## config.mk

```make
export PLATFORM = sky130hd
export DESIGN_NAME = ram_port_arbiter
export DESIGN_NICKNAME = d
export VERILOG_FILES = /design/src/rtl/ram_port_arbiter_pkg.sv /design/src/rtl/ram_port_arbiter_rr_pick.sv /design/src/rtl/ram_port_arbiter.sv
export SDC_FILE = /design/constraint.sdc
export NUM_CORES = 1
export LEC_CHECK = 0
export CAP_MARGIN = 20
export CORE_AREA = 2 2 350 352
export CTS_CLUSTER_SIZE = 28
export DETAILED_ROUTE_END_ITERATION = 7
export DIE_AREA = 0 0 352 354
export PLACE_DENSITY = 0.34
export SETUP_SLACK_MARGIN = 0.02
export SYNTH_ARGS = -nofsm -noshare
export SYNTH_HDL_FRONTEND = slang
export SYNTH_SLANG_ARGS = --single-unit
export TNS_END_PERCENT = 1
```

## constraint.sdc

```tcl
create_clock -name clk -period 3.76 [get_ports clk]
set_input_delay 0.376 -clock clk [delete_from_list [all_inputs] [get_ports clk]]
set_output_delay 0.376 -clock clk [all_outputs]
set_load 0.05 [all_outputs]
```

## src/rtl/ram_port_arbiter_pkg.sv

```systemverilog
// ram_port_arbiter_pkg
//   Shared definitions for the coefficient-RAM port arbiter: default
//   geometry of the 96x256 RAM, master index assignment and the arbiter
//   state type.
package ram_port_arbiter_pkg;

    localparam int N_REQ_DEF     = 5;
    localparam int AW_DEF        = 8;
    localparam int DW_DEF        = 96;
    localparam int READ_LAT_DEF  = 1;
    localparam int MAX_BURST_DEF = 256;

    // Width of the owner index and round-robin pointer.
    localparam int OW = 3;

    localparam logic [OW-1:0] MST_CODER  = 3'd0;
    localparam logic [OW-1:0] MST_NTT    = 3'd1;
    localparam logic [OW-1:0] MST_ADDSUB = 3'd2;
    localparam logic [OW-1:0] MST_A_GEN  = 3'd3;
    localparam logic [OW-1:0] MST_CBD    = 3'd4;

    typedef enum logic {
        ST_IDLE = 1'b0,
        ST_BUSY = 1'b1
    } arb_state_t;

endpackage

```

## src/rtl/ram_port_arbiter_rr_pick.sv

```systemverilog
// ram_port_arbiter_rr_pick
//   Combinational round-robin picker. Scans rr_ptr+1, rr_ptr+2, ... (mod
//   N_REQ) and returns the first requester found. The master at rr_ptr
//   itself is considered last, which is what lets a burst-limited owner
//   yield to any waiting master.
// Ports
//   req      in   N_REQ  request vector
//   rr_ptr   in   OW     index of the most recent winner
//   win      out  N_REQ  one-hot winner (zero when no request)
//   win_idx  out  OW     index of the winner
//   any      out  1      at least one request present
module ram_port_arbiter_rr_pick
    import ram_port_arbiter_pkg::*;
#(
    parameter int N_REQ = N_REQ_DEF
) (
    input  logic [N_REQ-1:0] req,
    input  logic [OW-1:0]    rr_ptr,
    output logic [N_REQ-1:0] win,
    output logic [OW-1:0]    win_idx,
    output logic             any
);

    always_comb begin
        win     = '0;
        win_idx = '0;
        any     = 1'b0;
        // First pass: indices above the pointer, lowest first.
        for (int i = 0; i < N_REQ; i++) begin
            if (!any && req[i] && (i > int'(rr_ptr))) begin
                any     = 1'b1;
                win     = '0;
                win[i]  = 1'b1;
                win_idx = OW'(i);
            end
        end
        // Wrap-around pass: indices up to and including the pointer.
        for (int i = 0; i < N_REQ; i++) begin
            if (!any && req[i]) begin
                any     = 1'b1;
                win     = '0;
                win[i]  = 1'b1;
                win_idx = OW'(i);
            end
        end
    end

endmodule

```

## src/rtl/ram_port_arbiter.sv

```systemverilog
// ram_port_arbiter
//   Shares the single coefficient RAM among coder, ntt, addsub, A_gen and
//   CBD with a req/gnt handshake. Round-robin grant, burst ownership with an
//   optional burst limit, and per-master read-valid routing.
// Ports
//   clk        in   1         system clock
//   rst        in   1         asynchronous reset, active-low
//   req        in   N_REQ     per-master ownership request
//   ren/wen    in   N_REQ     per-master read / write strobes
//   raddr      in   N_REQ*AW  per-master read address
//   waddr      in   N_REQ*AW  per-master write address
//   wdata      in   N_REQ*DW  per-master write data
//   gnt        out  N_REQ     registered one-hot grant
//   rvalid     out  N_REQ     read data valid, routed to issuing master
//   rdata      out  DW        RAM dout broadcast
//   ram_*      out            RAM write enable, addresses and write data
//   ram_din    in   DW        RAM dout
//   busy       out  1         any grant active
//   owner      out  OW        granted master index, valid while busy
//
// state    | meaning
// ST_IDLE  | no master owns the RAM, RAM strobes forced off
// ST_BUSY  | one master owns the RAM; burst_cnt counts its owned cycles
module ram_port_arbiter
    import ram_port_arbiter_pkg::*;
#(
    parameter int N_REQ     = N_REQ_DEF,
    parameter int AW        = AW_DEF,
    parameter int DW        = DW_DEF,
    parameter int READ_LAT  = READ_LAT_DEF,
    parameter int MAX_BURST = MAX_BURST_DEF
) (
    input  logic                clk,
    input  logic                rst,
    input  logic [N_REQ-1:0]    req,
    input  logic [N_REQ-1:0]    ren,
    input  logic [N_REQ*AW-1:0] raddr,
    input  logic [N_REQ-1:0]    wen,
    input  logic [N_REQ*AW-1:0] waddr,
    input  logic [N_REQ*DW-1:0] wdata,
    output logic [N_REQ-1:0]    gnt,
    output logic [N_REQ-1:0]    rvalid,
    output logic [DW-1:0]       rdata,
    output logic                ram_wen,
    output logic [AW-1:0]       ram_raddr,
    output logic [AW-1:0]       ram_waddr,
    output logic [DW-1:0]       ram_wdata,
    input  logic [DW-1:0]       ram_din,
    output logic                busy,
    output logic [OW-1:0]       owner
);

    localparam int CNT_W = (MAX_BURST > 2) ? $clog2(MAX_BURST) : 1;
    // With no limit the counter simply saturates at all-ones.
    localparam logic [CNT_W-1:0] CNT_LAST =
        (MAX_BURST == 0) ? {CNT_W{1'b1}} : CNT_W'(MAX_BURST - 1);

    arb_state_t         state;
    logic [OW-1:0]      rr_ptr;
    logic [CNT_W-1:0]   burst_cnt;
    logic [N_REQ-1:0]   pick_win;
    logic [OW-1:0]      pick_idx;
    logic               pick_any;
    logic               owner_req;
    logic               others_wait;
    logic               limit_hit;
    logic [N_REQ-1:0]   rd_pipe [READ_LAT];

    ram_port_arbiter_rr_pick #(.N_REQ(N_REQ)) u_rr_pick (
        .req     (req),
        .rr_ptr  (rr_ptr),
        .win     (pick_win),
        .win_idx (pick_idx),
        .any     (pick_any)
    );

    assign owner_req   = |(req & gnt);
    assign others_wait = |(req & ~gnt);
    assign limit_hit   = (MAX_BURST != 0) && (burst_cnt == CNT_LAST);

    always_ff @(posedge clk or negedge rst) begin
        if (!rst) begin
            state     <= ST_IDLE;
            gnt       <= '0;
            busy      <= 1'b0;
            owner     <= '0;
            rr_ptr    <= OW'(N_REQ - 1);
            burst_cnt <= '0;
        end else begin
            case (state)
                ST_IDLE: begin
                    if (pick_any) begin
                        state     <= ST_BUSY;
                        gnt       <= pick_win;
                        busy      <= 1'b1;
                        owner     <= pick_idx;
                        rr_ptr    <= pick_idx;
                        burst_cnt <= '0;
                    end
                end
                ST_BUSY: begin
                    // The owner sits at rr_ptr, so it is scanned last; when it
                    // has dropped req it is not a candidate at all.
                    if (!owner_req || (limit_hit && others_wait)) begin
                        if (pick_any) begin
                            gnt       <= pick_win;
                            owner     <= pick_idx;
                            rr_ptr    <= pick_idx;
                            burst_cnt <= '0;
                        end else begin
                            state <= ST_IDLE;
                            gnt   <= '0;
                            busy  <= 1'b0;
                            owner <= '0;
                        end
                    end else if (burst_cnt != CNT_LAST) begin
                        burst_cnt <= burst_cnt + 1'b1;
                    end
                end
                default: state <= ST_IDLE;
            endcase
        end
    end

    // Read-return pipe tagged with the issuing master, so data issued just
    // before a handover still lands at the right master.
    always_ff @(posedge clk or negedge rst) begin
        if (!rst) begin
            for (int i = 0; i < READ_LAT; i++) rd_pipe[i] <= '0;
        end else begin
            rd_pipe[0] <= ren & gnt;
            for (int i = 1; i < READ_LAT; i++) rd_pipe[i] <= rd_pipe[i-1];
        end
    end

    assign rvalid = rd_pipe[READ_LAT-1];
    assign rdata  = ram_din;

    // AND-OR mux keyed on the one-hot grant: everything is zero when idle.
    always_comb begin
        ram_raddr = '0;
        ram_waddr = '0;
        ram_wdata = '0;
        for (int i = 0; i < N_REQ; i++) begin
            if (gnt[i]) begin
                ram_raddr = ram_raddr | raddr[i*AW +: AW];
                ram_waddr = ram_waddr | waddr[i*AW +: AW];
                ram_wdata = ram_wdata | wdata[i*DW +: DW];
            end
        end
    end

    assign ram_wen = |(wen & gnt);

endmodule

```

Word level (Yosys, flattened, before mapping)
Index checks and enable logic that the tools add are counted.
{ "word_totals": {"romBits": 0, "mem_count": 0, "word_cells": 128, "inputBits": 673, "ramBits": 0, "regBits": 26, "latch_bits": 0} }
{ "classes": {"mul": 0, "addsub": 1, "n_shift": 0, "reduce_logical": 28, "muxes": 64, "n_div": 0, "n_lt_le_gt_ge": 4, "n_eq_ne": 6, "bitwise_logic": 18} }
{ "op_table": {"columns": ["operator", "n"], "rows": [
  ["$mux W96", 5],
  ["$or A96 B96 Y96", 4],
  ["$mux W8", 13],
  ["$or A8 B8 Y8", 8],
  ["$mux W5", 11],
  ["$mux W3", 13],
  ["$and A5 B5 Y5", 4],
  ["$pmux W8 S2", 1],
  ["$mux W1", 15],
  ["$reduce_or A5 Y1", 3],
  ["$logic_and A1 B1 Y1", 13],
  ["$pmux W3 S2", 2],
  ["$pmux W5 S2", 1],
  ["$logic_not A1 Y1", 9],
  ["$add A8 B1 Y8 const B", 1],
  ["$eq A8 B8 Y1 const B", 1],
  ["$ne A8 B8 Y1 const B", 1],
  ["$gt A2 B3 Y1 const A", 2],
  ["$not A5 Y5", 1],
  ["$ne A2 B2 Y1 const B", 2],
  ["$pmux W1 S2", 2],
  ["$gt A1 B3 Y1 const A", 1],
  ["$gt A3 B3 Y1 const A", 1],
  ["$ne A3 B1 Y1 const B", 1],
  ["other kinds (6)", 6]
]} }

Depth between registers and ports, before layout
Gate-level depths: netlist of run 1.
{ "depth": {"depth_word": 33, "ltp_mapped": 8, "depth_no_buf": 7} }

Cells and area by module
Synthesis of run 1 repeated with hierarchy kept, for this count alone.
{ "unflattened": {"cells_unflattened": 647, "area_unflattened_um2": 4875.9} }
{ "by_module_without_submodules": {"columns": ["module", "seq_area_each_um2", "instances", "cells_each", "area_per_inst_um2"], "rows": [
  ["ram_port_arbiter", 651.9, 1, 607, 4625.7],
  ["ram_port_arbiter_rr_pick", 0.0, 1, 40, 250.2]
]} }

Worst setup path before layout of run 1
No wires, ideal clock.
{ "synth_timing": {"path_kind": "register -> output", "startpoint": "reg gnt[0]", "endpoint": "out ram_wdata[72]", "stages_incl_launch_ff": 6, "setup_slack_ps": 1424, "arrival_ps": 1960, "path_buffers": 3, "cell_sequence": "dfrtp_1 clkbuf_1 clkbuf_1 buf_1 a222oi_1 nand2_1"} }
{ "synth_between": {"elab_chain_cells": 9} }
{ "synth_lines": {"columns": ["item", "line_no", "source"], "rows": [
  ["start, declared", "ram_port_arbiter.sv:41", "output logic [N_REQ-1:0] gnt,"],
  ["start signal, assigned", "ram_port_arbiter.sv:94", "gnt <= pick_win;"],
  ["start signal, assigned", "ram_port_arbiter.sv:106", "gnt <= pick_win;"],
  ["$mux W96 *", "ram_port_arbiter.sv:145", "if (gnt[i]) begin"],
  ["$or A96 B96 Y96", "ram_port_arbiter.sv:148", "ram_wdata = ram_wdata | wdata[i*DW +: DW];"],
  ["$mux W96 *", "ram_port_arbiter.sv:145", null],
  ["$or A96 B96 Y96", "ram_port_arbiter.sv:148", null],
  ["$mux W96 *", "ram_port_arbiter.sv:145", null],
  ["$or A96 B96 Y96", "ram_port_arbiter.sv:148", null],
  ["$mux W96 *", "ram_port_arbiter.sv:145", null],
  ["$or A96 B96 Y96", "ram_port_arbiter.sv:148", null],
  ["$mux W96 *", "ram_port_arbiter.sv:145", null],
  ["end, declared", "ram_port_arbiter.sv:47", "output logic [DW-1:0] ram_wdata,"]
]} }
Every way passes the cells marked *; elsewhere a longest branch is shown, timed or not.

Worst setup path after layout of run 1
{ "layout_timing": {"startpoint": "reg gnt[0]", "endpoint": "out ram_wdata[77]"} }
Same word-level chain as after synthesis.

==> flow_metrics.tcl, run 1 <==
set metrics [dict create \
    clkSlewWorstSetupHoldPaths_ns 0.08 \
    synth-edff-count 0 \
    finalSetupViolations 0 \
    irDropWorstVdd_v 0.000373 \
    setup_ws_ns 0.416 \
    crit_path_start_kind "register" \
    max_freq_mhz 299 \
    grt_pass1_vias 9055 \
    pwr-share-comb 0.896 \
    critPathCaptureType "primary output" \
    dieHeight_um 354 \
    ys_seq_elements 25 \
    synth_ff_type "dfrtp_1" \
    ys_seq_area_frac 0.132 \
    power_uw 9120 \
    ios 896 \
    fin_worst_skew_ns 0.00324 \
    core_um2 121000 \
    hold_violations 0 \
    floorplan.initialDensity 0.0394 \
    worst-slew-pin-transition_ns 0.932 \
    hp-class "input port to asynchronous set/reset pin" \
    wl_um 76700 \
    clk_root_buffer_cell "clkbuf_16" \
    ys.warnings.count 0 \
    num_vias 9013 \
    placed_area_um2 13000 \
    status "finished, final reports clean" \
    die_w_um 352 \
    leakagePower_uw 0.00445 \
    cts.sinks 25 \
    max_slew_margin 0.379 \
    dp_hpwl_um 68100 \
    finalWorstPathRequiredPeriod_ns 3.34 \
    maxCapViolations 0 \
    synth_nets 1329 \
    yosys.area.top_type "a222oi_1" \
    multi_input_area_um2 3120 \
    drv_slew 0 \
    drcViolationCount 0 \
    cts_max_level 1 \
    setup_tns_ns 0 \
    drive_above_1_share 0.0487 \
    dr.pass1.iters 8 \
    fin_area_um2 13100 \
    period_share 0.889 \
    die_area_um2 125000 \
    p_int_uw 3210 \
    synth_top_area_frac 0.240 \
    syn_avg_cell_area_um2 7.27 \
    cp.arrival_ns 2.97 \
    syn_area_um2 4760 \
    seq_area_um2 646 \
    cp_data_required_time_ns 3.38 \
    syn_inst 655 \
    ctsResizeCount 0 \
    cts_hold_buffers 0 \
    place.gp.congestion 0.948 \
    rows 128 \
    grt_pass1_wl_um 96200 \
    rsz0062_at_grt "false" \
    grt_start_max_net_pins 64 \
    ant_nets 0 \
    cts_tree "yes" \
    n_fill_cell 14000 \
    grt_usage 0.116 \
    final_cells 2847 \
    ys_types 46 \
    sw_frac_of_total 0.648 \
    wl_per_cell_um 26.9 \
    clock_power_share 0.031 \
    ctsLongestPathBuffers 2 \
    synth_area_leaders "a222oi_1 24%, a22oi_1 18%, buf_4 15%" \
    viasPerCell 3.17 \
    postCtsSetupBuffers 0 \
    async_reset_ff_frac 1.00 \
    final_nets 1887 \
    grt-ovfl-total 0 \
    syn2layout_area_growth_pct 175 \
    clkLatencyLatePin_ns 0.28 \
    critPathKind "register to primary output" \
    p_per_area_nw_per_um2 696 \
    numCtsBuffers 3 \
    antenna_found_initial 75 \
    port_buffers 703 \
    seq_power_share 0.073 \
    power.switching_uw 5910 \
    r2r_cells 7 \
    first_iter_violations 1412 \
    dp_cells 2833 \
    crit_fanout 62 \
    pre_cts_ws_ns 0.663 \
]
placed cells by master (no fill, tap or decap), types with 2 or more instances in the layout:
cell / n
a222oi_1: 114
clkbuf_16: 3
and2_1: 6
inv_2: 2
a21oi_1: 16
o21ai_0: 12
dfrtp_1: 19
and3_1: 3
clkdlybuf4s50_1: 679
a31oi_1: 2
a21o_2: 2
diode_2: 10
nand3_1: 6
dfrtp_4: 5
a22oi_1: 114
buf_12: 6
nand2_1: 129
nor2_1: 18
nor2b_1: 3
o32ai_1: 3
o21a_1: 2
nand2b_1: 4
inv_1: 4
a21o_1: 2
o211ai_1: 2
buf_4: 34
routing by layer:
metal	vias to the layer above	wire, µm	track usage
li1	3703	-	-
met1	4352	28700	0.131
met2	748	35000	0.190
met3	166	10800	0.0660
met4	44	1800	0.0201
met5	-	293	0
sequential cells by signal, summed over array words and instances, names as in the netlist:
register   cells
burst_cnt      8
busy           1
gnt            5
owner          2
rr_ptr         3
rvalid         5
state          1
metrics by stage:
stage | util | hold slack, ns
after floorplan | - | 0.0804
after global placement | 0.107 | 0.513
after detailed placement | 0.107 | 0.516
after CTS | 0.108 | 0.506
after global routing | 0.108 | 0.515
final | 0.108 | 0.487
worst paths after layout:
check / startpoint / endpoint / slack [ns]
max in group asynchronous: rst / gnt[2]$_DFFE_PN0P_ / 2.94
max reg2reg: gnt[2]$_DFFE_PN0P_ / gnt[2]$_DFFE_PN0P_ / 1.28
min in group clk: burst_cnt[4]$_DFFE_PN0P_ / burst_cnt[4]$_DFFE_PN0P_ / 0.53
max: gnt[0]$_DFFE_PN0P_ / ram_wdata[77] / 0.42
min: rst / burst_cnt[3]$_DFFE_PN0P_ / 0.49
min reg2reg: burst_cnt[4]$_DFFE_PN0P_ / burst_cnt[4]$_DFFE_PN0P_ / 0.53
critical path, cell delays in order, from the launching register on:
cell and delay [ns]:
dfrtp_4 0.71, buf_12 0.27, a222oi_1 0.75, nand2_1 0.13, clkdlybuf4s50_1 0.74
area by class of cell:
| class | count | area share |
|---|---|---|
| Timing Repair Buffer | 719 | 0.548 |
| Tap cell | 1625 | 0.155 |
| Antenna cell | 10 | 0.00191 |
| Sequential cell | 25 | 0.0493 |
| Multi-Input combinational cell | 458 | 0.238 |
| Inverter | 6 | 0.00172 |
| Clock buffer | 3 | 0.00573 |
| Clock inverter | 1 | 0.000573 |
synth_stat cells, types with 4 or more instances:
cell / n
nand2_1: 129
a222oi_1: 114
a22oi_1: 114
buf_4: 97
clkbuf_1: 55
dfrtp_1: 24
nor2_1: 18
a21oi_1: 16
o21ai_0: 12
buf_1: 10
and2_1: 6
nand3_1: 6
inv_1: 4
nand2b_1: 4
logic make-up (layout without fill, tap and decap cells):
family | Yosys count | in the layout | synth area share
multiplexers | 1 | 1 | 0.00236
other | 0 | 10 | 0
flip-flops | 25 | 25 | 0.132
adder cells (fa/ha/maj) | 2 | 2 | 0.00473
buffers and inverters | 172 | 729 | 0.214
AND/OR/NAND/NOR | 175 | 175 | 0.155
AO/OA/AOI/OAI | 280 | 280 | 0.492
power groups by stage:
stage               Clock (µW)  Combinational, µW  Sequential [µW]
floorplan                    0               4960              522
global placement             0               8280              676
detailed placement           0               8270              684
CTS                        312               8300              677
global route               322               8590              691
finish                     282               8170              663
Power figures use the tool's default switching activity.
==> inputs of run 2 (changes only) <==
--- a/config.mk
+++ b/config.mk
@@ -10,7 +10,7 @@
 export CTS_CLUSTER_SIZE = 28
 export DETAILED_ROUTE_END_ITERATION = 7
 export DIE_AREA = 0 0 352 354
-export PLACE_DENSITY = 0.34
+export PLACE_DENSITY_LB_ADDON = 0.05
 export SETUP_SLACK_MARGIN = 0.02
 export SYNTH_ARGS = -nofsm -noshare
 export SYNTH_HDL_FRONTEND = slang
==> run 2 against run 1 <==
Net effect: register-to-register slack better by 0.16 ns; fmax up 5.7%; combinational power decreased by 3.4%; worst hold slack barely moved; critical endpoint is now ram_wdata[73]; largest cell class unchanged; largest power group unchanged.
==> flow_metrics.tcl, run 2 (same netlist as run 1, synthesis figures left out) <==
set metrics [dict create \
    postCtsSetupBuffers 0 \
    cts_hold_buffers 0 \
    core_um2 121000 \
    worst-slew-pin-transition_ns 0.833 \
    hold_violations 0 \
    dr.pass1.iters 7 \
    rsz0062_at_grt "false" \
    drcViolationCount 0 \
    numCtsBuffers 3 \
    grt_pass1_wl_um 78800 \
    wl_per_cell_um 21.1 \
    startpoint "gnt[0]$_DFFE_PN0P_" \
    die_area_um2 125000 \
    ctsLongestPathBuffers 2 \
    ant_nets 0 \
    floorplan.initialDensity 0.0394 \
    fin_area_um2 13200 \
    place.gp.congestion 0.757 \
    critPathCaptureType "primary output" \
    max_freq_mhz 316 \
    hold_ws_ns 0.487 \
    drv_slew 0 \
    cpMaxStageDelayCell "dfrtp_4" \
    grt_start_max_net_pins 47 \
    clkLatencyLatePin_ns 0.27 \
    cp_data_required_time_ns 3.38 \
    finalWorstPathRequiredPeriod_ns 3.16 \
    max_stage_delay_ns 0.73 \
    crit_fanout 40 \
    ctsResizeCount 0 \
    grt_pass1_vias 8740 \
    dp_cells 2841 \
    syn2layout_area_growth_pct 177 \
    status "finished, final reports clean" \
    final_common_cell "clkdlybuf4s50_1" \
    n_fill_cell 14000 \
    die_w_um 352 \
    dp_hpwl_um 50400 \
    viasPerCell 2.88 \
    clk_root_buffer_cell "clkbuf_16" \
    antenna_found_initial 14 \
    critPathKind "register to primary output" \
    grt_usage 0.0902 \
    mostFrequentLayoutCells "703 x clkdlybuf4s50_1, 129 x nand2_1, 114 x a222oi_1, 114 x a22oi_1, 19 x dfrtp_1" \
    crit_chain "buf_4, a222oi_1, nand2_1, clkdlybuf4s50_1" \
    max_slew_margin 0.445 \
    leakagePower_uw 0.00446 \
    dieHeight_um 354 \
    largest_register_ffs 8 \
    irDropWorstVdd_v 0.000335 \
    placed_area_um2 13100 \
    p_per_area_nw_per_um2 671 \
    rows 128 \
    final_nets 1895 \
    cts_tree "yes" \
    first_iter_violations 858 \
    fin_worst_skew_ns 0.00292 \
    timing.rr.start "gnt[2]$_DFFE_PN0P_" \
    cts_max_level 1 \
    grt-ovfl-total 0 \
    top_register "burst_cnt" \
    cts.sinks 25 \
    clkSlewWorstSetupHoldPaths_ns 0.07 \
    port_buffers 703 \
    setup_tns_ns 0 \
    maxCapViolations 0 \
    final_cells 2848 \
    cp.arrival_ns 2.79 \
    wl_um 60000 \
    ios 896 \
    hp-class "input port to asynchronous set/reset pin" \
    crit_path_start_kind "register" \
    period_share 0.841 \
    finalSetupViolations 0 \
    drive_above_1_share 0.0344 \
    num_vias 8198 \
]
-- run 2: worst paths after layout --
kind / to / slack, ns / cells past startpoint
worst max register to register: gnt[3]$_DFFE_PN0P_ / 1.44 / 6
worst min-delay path: owner[1]$_DFFE_PN0P_ / 0.49 / 2
min in group clk: burst_cnt[1]$_DFFE_PN0P_ / 0.54 / 1
worst max-delay path: ram_wdata[73] / 0.60 / 4
max in group asynchronous: rr_ptr[2]$_DFFE_PN1P_ / 2.94 / 2
worst min register to register: burst_cnt[1]$_DFFE_PN0P_ / 0.54 / 1
-- run 2: layer usage --
| layer | routed length (µm) | up-vias | track usage |
|---|---|---|---|
| met2 | 32500 | 497 | 0.176 |
| li1 | - | 3712 | - |
| met1 | 21600 | 3908 | 0.0940 |
| met5 | 47 | - | 0 |
| met3 | 4950 | 75 | 0.0286 |
| met4 | 957 | 6 | 0.0154 |
-- run 2: metrics by stage --
| step | util | total power (µW) | setup slack (ns) |
|---|---|---|---|
| global placement | 0.108 | 8880 | 0.862 |
| detailed placement | 0.108 | 8790 | 0.815 |
| global route | 0.109 | 9340 | 0.453 |
| finish | 0.109 | 8850 | 0.597 |
| CTS | 0.109 | 9100 | 0.499 |
| floorplan | - | 5490 | 1.42 |
-- run 2: area by class of cell --
cell class                      instances  area, µm²  area share
Clock buffer                            4       78.8     0.00597
Antenna cell                            3       7.51    0.000569
Timing Repair Buffer                  727       7290       0.553
Multi-Input combinational cell        458       3120       0.236
Tap cell                             1625       2030       0.154
Sequential cell                        25        646      0.0489
Inverter                                6       22.5     0.00171
-- run 2: critical path, delay by kind of cell, from the launching register on --
| kind | cells | cell delay (ns) |
|---|---|---|
| flip-flops | 1 | 0.73 |
| buffers and inverters | 2 | 1.08 |
| AO/OA/AOI/OAI | 1 | 0.52 |
| AND/OR/NAND/NOR | 1 | 0.11 |
-- run 2: where the power goes --
part / switching, µW / internal [µW]
clock network: 111 / 146
logic: 5080 / 2810
registers: 357 / 345
total: 5550 / 3300
==> inputs of run 3 (changes only) <==
--- a/config.mk
+++ b/config.mk
@@ -6,10 +6,10 @@
 export NUM_CORES = 1
 export LEC_CHECK = 0
 export CAP_MARGIN = 20
-export CORE_AREA = 2 2 350 352
+export CORE_AREA = 2 2 345 347
 export CTS_CLUSTER_SIZE = 28
 export DETAILED_ROUTE_END_ITERATION = 7
-export DIE_AREA = 0 0 352 354
+export DIE_AREA = 0 0 347 349
 export PLACE_DENSITY_LB_ADDON = 0.05
 export SETUP_SLACK_MARGIN = 0.02
 export SYNTH_ARGS = -nofsm -noshare
==> constraint.sdc (replaced) <==
create_clock -name clk -period 2.63 [get_ports clk]
set_input_delay 0.263 -clock clk [delete_from_list [all_inputs] [get_ports clk]]
set_output_delay 0.263 -clock clk [all_outputs]
set_load 0.05 [all_outputs]
==> run 3 against run 2 <==
Net effect: the run now ends with design-rule violations left; sequential share of layout area shrank 0.14 points; worst hold slack lost 0.070 ns; total power grew 57%; register-to-register slack lost 0.84 ns; sequential power shrank 2%; setup slack lost 0.55 ns; die area shrank 2.8%.
==> flow_metrics.tcl, run 3 (same netlist as run 1, synthesis figures left out) <==
set metrics [dict create \
    max_stage_delay_ns 0.67 \
    r2r_setup_slack_ns 0.60 \
    status "finished with violations" \
    period_share 0.983 \
    cpMaxStageDelayCell "a222oi_1" \
    critPathBufInv 3 \
    cp_data_required_time_ns 2.37 \
    numCtsBuffers 3 \
    place.gp.congestion 0.774 \
    final_cells 2792 \
    max_freq_mhz 387 \
    grt-ovfl-total 0 \
    hold_violations 0 \
    crit_top_cell "buf_4" \
    r2r_end "gnt[0]$_DFFE_PN0P_" \
    fin_worst_skew_ns 0.00648 \
    drv_slew 0 \
    cts_max_level 1 \
    max_slew_margin 0.526 \
    grt_start_max_net_pins 52 \
    critPathTopFamily "compound AO/OA/AOI/OAI gates" \
    startpoint "gnt[1]$_DFFE_PN0P_" \
    critPathCaptureType "primary output" \
    die_w_um 347 \
    ios 896 \
    hp-class "input port to asynchronous set/reset pin" \
    viasPerCell 2.95 \
    setup_tns_ns 0 \
    wl_um 59500 \
    crit_fanout 30 \
    largest_register_ffs 8 \
    dp_cells 2781 \
    cts_hold_buffers 0 \
    worstSetupEndpoint "ram_wdata[63]" \
    mostFrequentLayoutCells "588 x clkdlybuf4s50_1, 129 x nand2_1, 126 x buf_4" \
    cts_tree "yes" \
    sw_frac_of_total 0.603 \
    clkLatencyLatePin_ns 0.27 \
    finalSetupViolations 0 \
    power.switching_uw 8370 \
    grt_pass1_vias 8898 \
    clkSlewWorstSetupHoldPaths_ns 0.07 \
    p_per_area_nw_per_um2 1020 \
    crit_chain "buf_4, buf_12, a222oi_1, nand2_1, buf_4" \
    clock_power_share 0.026 \
    leakagePower_uw 0.00496 \
    r2r_cells 7 \
    core_um2 117000 \
    antenna_found_initial 3 \
    die_area_um2 121000 \
    port_buffers 703 \
    floorplan.initialDensity 0.0406 \
    syn2layout_area_growth_pct 185 \
    hold_ws_ns 0.417 \
    grt_pass1_wl_um 77300 \
    top_register "burst_cnt" \
    clk_root_buffer_cell "clkbuf_16" \
    rsz0062_at_grt "false" \
    num_vias 8225 \
    ant_nets 0 \
    drive_above_1_share 0.154 \
    crit_cells 5 \
    first_iter_violations 955 \
    dp_hpwl_um 49400 \
    violations "design-rule violations" \
    maxCapViolations 0 \
    worst-slew-pin-transition_ns 0.710 \
    dr.pass1.iters 8 \
    cp.arrival_ns 2.32 \
    seq_power_share 0.050 \
    final_nets 1930 \
    rows 126 \
    pwr-share-comb 0.924 \
    ctsLongestPathBuffers 2 \
    cts.sinks 25 \
    finalWorstPathRequiredPeriod_ns 2.59 \
    crit_path_start_kind "register" \
    p_int_uw 5510 \
    dieHeight_um 349 \
    grt_usage 0.0910 \
    wl_per_cell_um 21.3 \
    timing.rr.start "burst_cnt[0]$_DFFE_PN0P_" \
    drcViolationCount 6 \
    critPathKind "register to primary output" \
    irDropWorstVdd_v 0.000684 \
    final_common_cell "clkdlybuf4s50_1" \
]
-- run 3: how the worst min path moves through the flow --
stage	endpoint	slack (ns)	cells past startpoint
2_1_floorplan	burst_cnt[0]$_DFFE_PN0P_	-0.03	0
3_3_place_gp	burst_cnt[1]$_DFFE_PN0P_	0.52	1
3_5_place_dp	burst_cnt[1]$_DFFE_PN0P_	0.52	1
4_1_cts	rr_ptr[0]$_DFFE_PN0P_	0.43	1
5_1_grt	rr_ptr[0]$_DFFE_PN0P_	0.45	1
6_report	rr_ptr[0]$_DFFE_PN0P_	0.42	1
-- run 3: through the flow --
step | area [µm²] | total power [µW] | utilization | worst slack, ns
2_1_floorplan | 4760 | 7840 | - | 0.407
3_3_place_gp | 13400 | 14000 | 0.114 | 0.223
3_5_place_dp | 13400 | 13800 | 0.114 | 0.224
4_1_cts | 13600 | 14300 | 0.116 | 0.0455
5_1_grt | 13600 | 14700 | 0.116 | 0.0276
6_report | 13600 | 13900 | 0.116 | 0.0444
-- run 3: power groups by stage --
stage	clock (µW)	sequential (µW)	combinational [µW]
after global routing	403	724	13500
final	363	688	12800
after global placement	0	798	13200
after CTS	389	714	13200
after detailed placement	0	792	13000
after floorplan	0	746	7100
-- run 3: area by class of cell --
cell class | count | area (µm²)
Timing Repair Buffer | 762 | 7780
Clock inverter | 1 | 5.00
Clock buffer | 3 | 75.1
Sequential cell | 25 | 646
Tap cell | 1536 | 1920
Multi-Input combinational cell | 458 | 3120
Fill cell | 13500 | 104000
Antenna cell | 1 | 2.50
Inverter | 6 | 22.5
-- run 3: metal layers --
metal / up-vias / global-route usage / wire length, µm
li1: 3780 / - / -
met1: 3924 / 0.0919 / 20500
met2: 477 / 0.179 / 32900
met3: 44 / 0.0338 / 5590
met4: 0 / 0.0123 / 557
met5: - / 0 / 0
-- run 3: repair_timing --
item	4_1_cts	5_1_grt
gates resized for setup	0	1
buffers inserted	6	0
endpoints found under the hold margin	0	0
endpoints found under the setup margin	2	1
cloned	0	0
pin swaps	2	1
